<file path="config.mk">
export PLATFORM = sky130hd
export DESIGN_NAME = timer_dev
export DESIGN_NICKNAME = d
export VERILOG_FILES = /design/src/rtl/timer_dev.sv
export SDC_FILE = /design/constraint.sdc
export NUM_CORES = 1
export LEC_CHECK = 0
export ABC_CLOCK_PERIOD_IN_PS = 7600
export CAP_MARGIN = 20
export CORE_ASPECT_RATIO = 1.2
export CORE_MARGIN = 4
export CORE_UTILIZATION = 57
export CTS_CLUSTER_SIZE = 12
export DETAILED_ROUTE_END_ITERATION = 12
export GPL_TIMING_DRIVEN = 0
export PLACE_DENSITY = 0.86
export SLEW_MARGIN = 20
export SYNTH_ARGS = -nofsm -noshare
export SYNTH_HDL_FRONTEND = slang
export SYNTH_SLANG_ARGS = --single-unit
</file>
<file path="constraint.sdc">
create_clock -name Clk -period 7.6 [get_ports Clk]
set_clock_uncertainty 0.2 [all_clocks]
set_input_delay 1.52 -clock Clk [delete_from_list [all_inputs] [get_ports Clk]]
set_output_delay 1.52 -clock Clk [all_outputs]
set_load 0.005 [all_outputs]
</file>
<file path="src/rtl/timer_dev.sv">
// Memory-mapped countdown timer: CTRL/PRESET/COUNT registers, a four-state
// count FSM and a maskable interrupt flag driving a CP0 hardware interrupt line.
module timer_dev (
    input  logic        Clk,
    input  logic        Reset,
    input  logic [1:0]  Addr,
    input  logic        WE,
    input  logic [31:0] Din,
    output logic [31:0] Dout,
    output logic        IRQ
);

    localparam logic [1:0] ST_IDLE     = 2'd0;
    localparam logic [1:0] ST_LOAD     = 2'd1;
    localparam logic [1:0] ST_CNT      = 2'd2;
    localparam logic [1:0] ST_INT      = 2'd3;

    localparam logic [1:0] ADDR_CTRL   = 2'd0;
    localparam logic [1:0] ADDR_PRESET = 2'd1;
    localparam logic [1:0] ADDR_COUNT  = 2'd2;

    localparam logic [1:0] MODE_RELOAD = 2'b01;

    logic [1:0]  state_r;
    logic [1:0]  state_nxt_s;
    logic [3:0]  ctrl_r;
    logic [3:0]  ctrl_nxt_s;
    logic [31:0] preset_r;
    logic [31:0] preset_nxt_s;
    logic [31:0] count_r;
    logic [31:0] count_nxt_s;
    logic        irq_flag_r;
    logic        irq_flag_nxt_s;

    logic        en_s;
    logic        auto_reload_s;
    logic        ctrl_we_s;
    logic        preset_we_s;
    logic        hw_clear_en_s;
    logic        irq_set_s;
    logic        irq_fsm_clear_s;

    // Modes 10 and 11 fall through to one-shot behaviour.
    assign en_s          = ctrl_r[0];
    assign auto_reload_s = (ctrl_r[2:1] == MODE_RELOAD);
    assign ctrl_we_s     = WE && (Addr == ADDR_CTRL);
    assign preset_we_s   = WE && (Addr == ADDR_PRESET);

    // Count FSM: next state, next COUNT and the flag/enable side effects.
    always_comb begin
        state_nxt_s     = state_r;
        count_nxt_s     = count_r;
        hw_clear_en_s   = 1'b0;
        irq_set_s       = 1'b0;
        irq_fsm_clear_s = 1'b0;
        case (state_r)
            ST_IDLE: begin
                if (en_s) begin
                    state_nxt_s = ST_LOAD;
                end else begin
                    state_nxt_s = ST_IDLE;
                end
            end
            ST_LOAD: begin
                count_nxt_s = preset_r;
                state_nxt_s = ST_CNT;
            end
            ST_CNT: begin
                if (!en_s) begin
                    state_nxt_s = ST_IDLE;
                end else if (count_r <= 32'd1) begin
                    // Terminal count also covers PRESET = 0, so COUNT never wraps.
                    count_nxt_s = 32'd0;
                    irq_set_s   = 1'b1;
                    state_nxt_s = ST_INT;
                end else begin
                    count_nxt_s = count_r - 32'd1;
                end
            end
            ST_INT: begin
                if (auto_reload_s) begin
                    irq_fsm_clear_s = 1'b1;
                    if (en_s) begin
                        state_nxt_s = ST_LOAD;
                    end else begin
                        state_nxt_s = ST_IDLE;
                    end
                end else begin
                    hw_clear_en_s = 1'b1;
                    state_nxt_s   = ST_IDLE;
                end
            end
            default: begin
                state_nxt_s = ST_IDLE;
            end
        endcase
    end

    // Register write merge: software CTRL writes beat the hardware En clear,
    // and a terminal-count set beats any clear of the interrupt flag.
    always_comb begin
        if (ctrl_we_s) begin
            ctrl_nxt_s = Din[3:0];
        end else if (hw_clear_en_s) begin
            ctrl_nxt_s = {ctrl_r[3:1], 1'b0};
        end else begin
            ctrl_nxt_s = ctrl_r;
        end

        if (preset_we_s) begin
            preset_nxt_s = Din;
        end else begin
            preset_nxt_s = preset_r;
        end

        if (irq_set_s) begin
            irq_flag_nxt_s = 1'b1;
        end else if (irq_fsm_clear_s) begin
            irq_flag_nxt_s = 1'b0;
        end else if (!auto_reload_s && (ctrl_we_s || preset_we_s)) begin
            irq_flag_nxt_s = 1'b0;
        end else begin
            irq_flag_nxt_s = irq_flag_r;
        end
    end

    // State register with synchronous reset.
    always_ff @(posedge Clk) begin
        if (Reset) begin
            state_r    <= ST_IDLE;
            ctrl_r     <= 4'd0;
            preset_r   <= 32'd0;
            count_r    <= 32'd0;
            irq_flag_r <= 1'b0;
        end else begin
            state_r    <= state_nxt_s;
            ctrl_r     <= ctrl_nxt_s;
            preset_r   <= preset_nxt_s;
            count_r    <= count_nxt_s;
            irq_flag_r <= irq_flag_nxt_s;
        end
    end

    // Zero-latency read mux for the bridge read path.
    always_comb begin
        case (Addr)
            ADDR_CTRL:   Dout = {28'd0, ctrl_r};
            ADDR_PRESET: Dout = preset_r;
            ADDR_COUNT:  Dout = count_r;
            default:     Dout = 32'd0;
        endcase
    end

    assign IRQ = irq_flag_r & ctrl_r[3];

endmodule

</file>
* Word-level counts from Yosys, hierarchy flattened *
Index checks and enable logic that the tools add are counted.

word-level totals
  register bits = 71
  latch bits = 0
  memory bits (writable) = 0
  ROM bits = 0
  output and inout bits = 33
  logic and storage cells = 49
  memories kept = 0

operators by class
  $add $sub $neg = 1
  $mul = 0
  divide/modulo/power cells = 0
  $lt $le $gt $ge = 1
  equality and inequality tests = 8
  shifts and indexed selects = 0
  mux-type cells = 21
  bitwise operators = 1
  reduce and logical (&&, ||, !) cells = 11

operators by type and width
  operator               count
  $pmux 32 s3            1
  $mux 32                2
  $pmux 32 s2            1
  $le 32x1->1 const B    1
  $sub 32x1->32 const B  1
  $mux 1                 12
  $pmux 2 s4             1
  $eq 2x1->1 const B     3
  $eq 2x2->1 const B     3
  $mux 2                 3
  $logic_not 2->1        2
  $mux 4                 1
  $reduce_bool 2->1      2
  $logic_and 1x1->1      3
  $ne 3x3->1 const B     1
  $reduce_bool 3->1      1
  $ne 2x2->1 const B     1
  $reduce_and 2->1       1
  $and 1x1->1            1
  $logic_not 1->1        1
  $logic_or 1x1->1       1

* Depth between registers and ports, before layout *
Gate-level depths: netlist (run 1).

  depth after elaboration = 7
  gate-level depth with buffers = 9

* Worst setup path after synthesis (run 1) *
No wires, ideal clock.

  kind = in2out
  start = input port Addr[1]
  end = output port Dout[10]
  arrival time = 2710 ps
  data required time = 5880 ps
  setup slack = 3170 ps
  stages = 5
  buffers on the path = 3
  path through = clkbuf_1 nor2b_1 clkbuf_1 clkbuf_1 a22o_1

on the way
  cells in the longest elaborated chain, start to end = 2
  elaborated cells on any way between the ends = 4
  classes of those cells = eq/ne (2); mux (1); reduce/logical (1)

RTL lines
  element                                   line  source
  from (decl)                               6     input logic [1:0] Addr,
  $eq 2x2->1, or another cell as far along  146   case (Addr)
  $pmux 32 s3 (*)                           146
  to (decl)                                 9     output logic [31:0] Dout,

Every way passes the cells marked *; elsewhere a longest branch is shown, timed or not.

* Final worst setup path (run 1) *
  start = input port Addr[0]
  end = output port Dout[13]

The elaborated chain is that of the path after synthesis.

==> results.yml, run 1 <==
final_layout:
  finalNonFillerCells: 673
  layout_commonest_cell: "nand2_1"
  syn_to_final_growth_pct: 25.3
  most-common-layout-cells: "nand2_1 (115), dfxtp_1 (71), clkdlybuf4s50_1 (68)"
  antenna_cells: 0
  drive_gt1_share_pct: 4.59
  utilization_pct: 73.8
  final_nets: 623
critical_path:
  critPathCapture: "Dout[13]"
  ff2ff_path_depth: 7
  required_ps: 5880
  r2r-end: "count_r[27]"
  crit_start: "Addr[0]"
  reg2reg_from: "state_r[1]"
  cp.arrival_ps: 4280
  path_max_fanout: 10
  critPathLaunchType: "input port"
  path_class: "in2out"
  end_kind: "output port"
  reg2reg_setup_slack_ps: 4290
sta:
  drv_slew: 0
  period_share_pct: 79.0
  setup_viol: 0
  tns_ps: 0
  max_slew.worst_pin.slew_ps: 1020
  slew_headroom_pct: 31.8
  hold_viol_final: 0
  period_needed_ps: 6000
  timing.fmax_mhz: 167
  rsz0062_at_grt: "false"
clock_tree:
  path_clk_slew_ps: 70
  cts_setup_buffers: 0
  cts_tree: "built"
  cts.sinks: 71
  cts.path.max_buffers: 2
  cts_hold_buf: 0
  cts.repair.resized: 0
  numCtsBuffers: 9
  insertion_delay_ps: 350
  cts_htree_levels: 3
  cts_root_buf: "clkbuf_8"
placement:
  portBuffers: 68
  post-dp-hpwl_mm: 9.42
  gp_congestion: 0.959
  dp.cells: 658
pwr:
  max-vdd-ir-drop_uv: 120
  leakage_nw: 1.69
  p_per_area_nw_per_um2: 163
die:
  core_area_um2: 6490
  rows: 32
  dieArea_um2: 8080
  die_w_um: 82.7
  io_pins: 70
  fp.dieH_um: 97.7
  start_util_pct: 58.9
grt:
  grt_pass1_vias: 4240
  grt_pass1_wl_mm: 21.5
  grt_overflow: 0
  grt_max_degree: 12
  grtUsageTotal_pct: 35.0
  antenna_found_initial: 0
detailed_routing:
  drc: 0
  wl_met1_mm: 5.25
  route.vias.total: 4426
  wl_met2_mm: 6.42
  top_layer: "met4"
  drtPass1Iterations: 5
  ant_nets: 0
  wl_mm: 13.6
  vias_per_cell: 6.58
  first_iter_violations: 457
  wire_per_inst_um: 20.3
  wl_met3_mm: 1.27
yosys:
  syn_nets: 544
  syn-cell-area_um2: 3820
  synth_top_flop_cell: "dfxtp_1"
  synth_enable_flop_cells: 0
  synth-seq-area-share_pct: 37.2
  yosys_warnings: 0
  avgSynthCellArea_um2: 7.56
  synthArstFlopShare_pct: 0
  synth_cell_types: 48
  ys_ff_latch: 71
  synthCells: 505
run:
  drv_cap: 0
outcome:
  status: "complete, no violations"
min_path:
  holdCritPathClass: "reg2reg"
-- final cells by class --
cell class                      instances  area (um^2)
Sequential cell                        71         1420
Buffer                                 43          171
Clock buffer                           11          131
Multi-Input combinational cell        385         2200
Fill cell                             524         1700
Inverter                                6         22.5
Timing Repair Buffer                   68          681
Clock inverter                          4         47.5
Tap cell                               85          106
-- kinds of logic (layout without fill, tap and decap cells) --
| logic type | Yosys count | after routing | share of synthesized area [%] |
|---|---|---|---|
| muxes | 9 | 9 | 2.42 |
| buffers and inverters | 49 | 132 | 5.08 |
| adders and majority gates | 2 | 2 | 0.655 |
| xor gates and xnor gates | 2 | 2 | 0.459 |
| and+or+nand+nor | 220 | 220 | 27.3 |
| DFF | 71 | 71 | 37.2 |
| AOI/OAI and AO/OA | 152 | 152 | 26.9 |
-- state kept, by name, indices dropped and copies added (netlist names) --
register and cells:
state_r 2, ctrl_r 4, irq_flag_r 1, preset_r 32, count_r 32
-- routing by layer --
layer,GRT usage [%],vias up
li1,-,1999
met4,20.9,0
met1,42.6,2073
met2,54.3,286
met5,0,-
met3,8.91,68
-- worst max-delay path, cell delays in order --
cell and delay [ps]:
clkdlybuf4s50_1 530, nor2b_1 150, clkbuf_1 600, clkbuf_1 720, a22o_1 260, clkdlybuf4s50_1 500
-- power by group --
part | switching (W) | total [W] | internal (W)
clock | 0.000140 | 0.000289 | 0.000149
sequential | 0.00000745 | 0.000387 | 0.000379
combinational | 0.0000625 | 0.000106 | 0.0000431
-- how the worst min path moves through the flow --
stage	cells past startpoint	slack, ps	to	startpoint
final	2	270	preset_r[25]	preset_r[25]
after global routing	2	290	preset_r[23]	preset_r[23]
after CTS	2	280	preset_r[25]	preset_r[25]
after detailed placement	2	270	preset_r[25]	preset_r[25]
after global placement	2	260	preset_r[30]	preset_r[30]
after floorplan	2	250	count_r[13]	preset_r[13]
-- cells in the mapped netlist, types with 3 or more instances --
cell | instances | share of area [%]
clkbuf_1 | 38 | 3.7
a211oi_1 | 3 | 0.59
a21oi_1 | 45 | 5.9
o21a_1 | 5 | 0.98
nand3_1 | 18 | 2.4
a21o_1 | 5 | 0.98
or4_1 | 4 | 0.79
or4_4 | 3 | 0.88
nor2_1 | 19 | 1.9
o31ai_1 | 5 | 0.98
o41ai_1 | 3 | 0.69
or2_2 | 3 | 0.49
a31oi_1 | 19 | 3.1
mux2i_1 | 7 | 1.8
nor2b_1 | 7 | 1.1
o32ai_1 | 3 | 0.69
o21ai_0 | 21 | 2.8
nor3b_1 | 5 | 0.98
or3_1 | 8 | 1.3
nor4_1 | 16 | 2.6
a22o_1 | 28 | 6.4
nand2_1 | 115 | 11
dfxtp_1 | 71 | 37
a221oi_1 | 4 | 0.92
inv_1 | 5 | 0.49
nor3_1 | 13 | 1.7
-- through the flow --
stage	hold WS (ps)	total power [W]	setup WS, ps	area (um^2)
after detailed placement	265	0.000497	1740	4610
after global placement	260	0.000495	1740	4610
final	274	0.000782	1600	4780
after floorplan	245	0.000448	3170	3820
after CTS	276	0.000778	1720	4780
after global routing	292	0.000806	1570	4780
Power figures use the tool's default switching activity.
==> inputs of run 2 (changes only) <==
--- a/config.mk
+++ b/config.mk
@@ -5,15 +5,15 @@
 export SDC_FILE = /design/constraint.sdc
 export NUM_CORES = 1
 export LEC_CHECK = 0
-export ABC_CLOCK_PERIOD_IN_PS = 7600
+export ABC_CLOCK_PERIOD_IN_PS = 5350
 export CAP_MARGIN = 20
 export CORE_ASPECT_RATIO = 1.2
 export CORE_MARGIN = 4
-export CORE_UTILIZATION = 57
+export CORE_UTILIZATION = 48
 export CTS_CLUSTER_SIZE = 12
 export DETAILED_ROUTE_END_ITERATION = 12
 export GPL_TIMING_DRIVEN = 0
-export PLACE_DENSITY = 0.86
+export PLACE_DENSITY = 0.77
 export SLEW_MARGIN = 20
 export SYNTH_ARGS = -nofsm -noshare
 export SYNTH_HDL_FRONTEND = slang
==> constraint.sdc (replaced) <==
create_clock -name Clk -period 5.35 [get_ports Clk]
set_clock_uncertainty 0.2 [all_clocks]
set_input_delay 1.07 -clock Clk [delete_from_list [all_inputs] [get_ports Clk]]
set_output_delay 1.07 -clock Clk [all_outputs]
set_load 0.005 [all_outputs]
==> run 2 against run 1 <==
  * Sequential cell count stayed put
  * Via count down 3.5%
  * First-iteration DRC count down 32%
  * Sequential power grew 42%
  * Worst hold slack gained 1.7 ps
  * Sequential share of layout area barely moved
  * Combinational power increased by 39%
  * Global-route usage decreased by 6.6 points
  * Clock power grew 34%
  * Die area up 17%
==> results.yml, run 2 (synthesized netlist as in run 1, its figures left out) <==
detailed_routing:
  vias_per_cell: 6.28
  drc: 0
  ant_nets: 0
  first_iter_violations: 309
  wl_met1_mm: 5.36
  wire_per_inst_um: 19.7
  wl_mm: 13.4
  wl_met3_mm: 1.09
  route.vias.total: 4270
  top_layer: "met4"
  drtPass1Iterations: 4
  wl_met2_mm: 6.57
clock_tree:
  path_clk_slew_ps: 90
  insertion_delay_ps: 360
  cts_tree: "built"
  cts_setup_buffers: 0
  cts.repair.resized: 0
  cts_root_buf: "clkbuf_8"
  cts.sinks: 71
  cts_hold_buf: 0
  cts.path.max_buffers: 2
  numCtsBuffers: 9
  cts_htree_levels: 3
critical_path:
  path_class: "in2out"
  critPathLaunchType: "input port"
  cp_cell_sequence: "clkdlybuf4s50_1 -> nor2b_1 -> clkbuf_1 -> clkbuf_1 -> a22o_1 -> clkdlybuf4s50_1"
  crit_buf_inv: 4
  reg2reg_setup_slack_ps: 2040
  ff2ff_path_depth: 8
  cp.arrival_ps: 3760
  path_max_fanout: 10
  required_ps: 4080
  slowest_delay_ps: 690
  cp_slowest_cell: "clkbuf_1"
  critPathTopFamily: "buffers and inverters"
  end_kind: "output port"
  r2r-end: "count_r[24]"
  crit_cells: 6
  crit_start: "Addr[0]"
  critPathCapture: "Dout[25]"
  reg2reg_from: "count_r[4]"
placement:
  portBuffers: 68
  gp_congestion: 0.966
  post-dp-hpwl_mm: 9.28
  placed_area_um2: 4610
  dp.cells: 665
sta:
  slew_headroom_pct: 32.9
  hold_viol_final: 0
  period_needed_ps: 5030
  tns_ps: 0
  rsz0062_at_grt: "false"
  setup_viol: 0
  max_slew.worst_pin.slew_ps: 1010
  period_share_pct: 94.1
  timing.fmax_mhz: 199
  whs_ps: 276
  drv_slew: 0
pwr:
  max-vdd-ir-drop_uv: 157
  switching_share_pct: 29.4
  pwr-share-clk_pct: 35.6
  combPwrFrac_pct: 13.6
  power.internal_w: 0.000764
  p_per_area_nw_per_um2: 226
  leakage_nw: 1.68
  p_switching_w: 0.000318
  power_frac_seq_pct: 50.8
grt:
  grt_overflow: 0
  antenna_found_initial: 0
  grt_pass1_vias: 3975
  grtUsageTotal_pct: 28.5
  grt_pass1_wl_mm: 20.6
  grt_max_degree: 13
min_path:
  worstHoldStart: "preset_r[22]"
  holdCritPathClass: "reg2reg"
die:
  dieArea_um2: 9450
  fp.dieH_um: 106
  rows: 35
  die_w_um: 89.4
  io_pins: 70
  core_area_um2: 7710
  start_util_pct: 49.5
final_layout:
  syn_to_final_growth_pct: 25.1
  finalNonFillerCells: 680
  final_nets: 623
  antenna_cells: 0
  most-common-layout-cells: "nand2_1 (115), dfxtp_1 (71), clkdlybuf4s50_1 (68)"
  final_cell_area_um2: 4780
  layout_commonest_cell: "nand2_1"
  drive_gt1_share_pct: 4.93
  top_regs: "count_r x32, preset_r x32, ctrl_r x4"
run:
  drv_cap: 0
outcome:
  status: "complete, no violations"
==> run 2: metrics by stage <==
stage,total power (W),worst slack (ps),utilization [%]
finish,0.00108,315,62.0
global route,0.00111,211,62.0
CTS,0.00108,389,62.0
detailed placement,0.000705,399,59.9
global placement,0.000703,419,59.9
floorplan,0.000637,1820,-
==> run 2: final cells by class <==
type / count / area [um^2]
Clock buffer: 9 / 124
Tap cell: 92 / 115
Multi-Input combinational cell: 385 / 2200
Buffer: 43 / 171
Fill cell: 726 / 2930
Inverter: 6 / 22.5
Clock inverter: 6 / 38.8
Sequential cell: 71 / 1420
Timing Repair Buffer: 68 / 681
==> run 2: how the worst min path moves through the flow <==
stage,to,slack [ps],depth (start not counted)
floorplan,count_r[13],250,2
global placement,preset_r[23],260,2
detailed placement,preset_r[16],260,2
CTS,preset_r[16],280,2
global route,preset_r[23],290,2
finish,preset_r[22],280,2
==> run 2: power by group through the flow <==
stage | combinational [W] | clock (W) | sequential (W)
floorplan | 0.0000791 | 0 | 0.000558
global placement | 0.000142 | 0 | 0.000561
detailed placement | 0.000144 | 0 | 0.000561
CTS | 0.000145 | 0.000382 | 0.000549
global route | 0.000158 | 0.000401 | 0.000550
finish | 0.000147 | 0.000386 | 0.000549
==> run 2: worst reg2reg max path, stage by stage, from the launching register on <==
cell	delay [ps]
dfxtp_1	300
clkbuf_1	170
nor4_1	830
o2111a_1	350
nor4b_2	360
nor2_1	310
clkbuf_1	360
a21oi_1	230
o32ai_1	100
==> run 2: per-layer routing <==
metal / vias up / global-route usage, %
met5: - / 0
met4: 0 / 11.9
met3: 37 / 4.77
met2: 203 / 46.3
met1: 2025 / 36.5
li1: 2005 / -
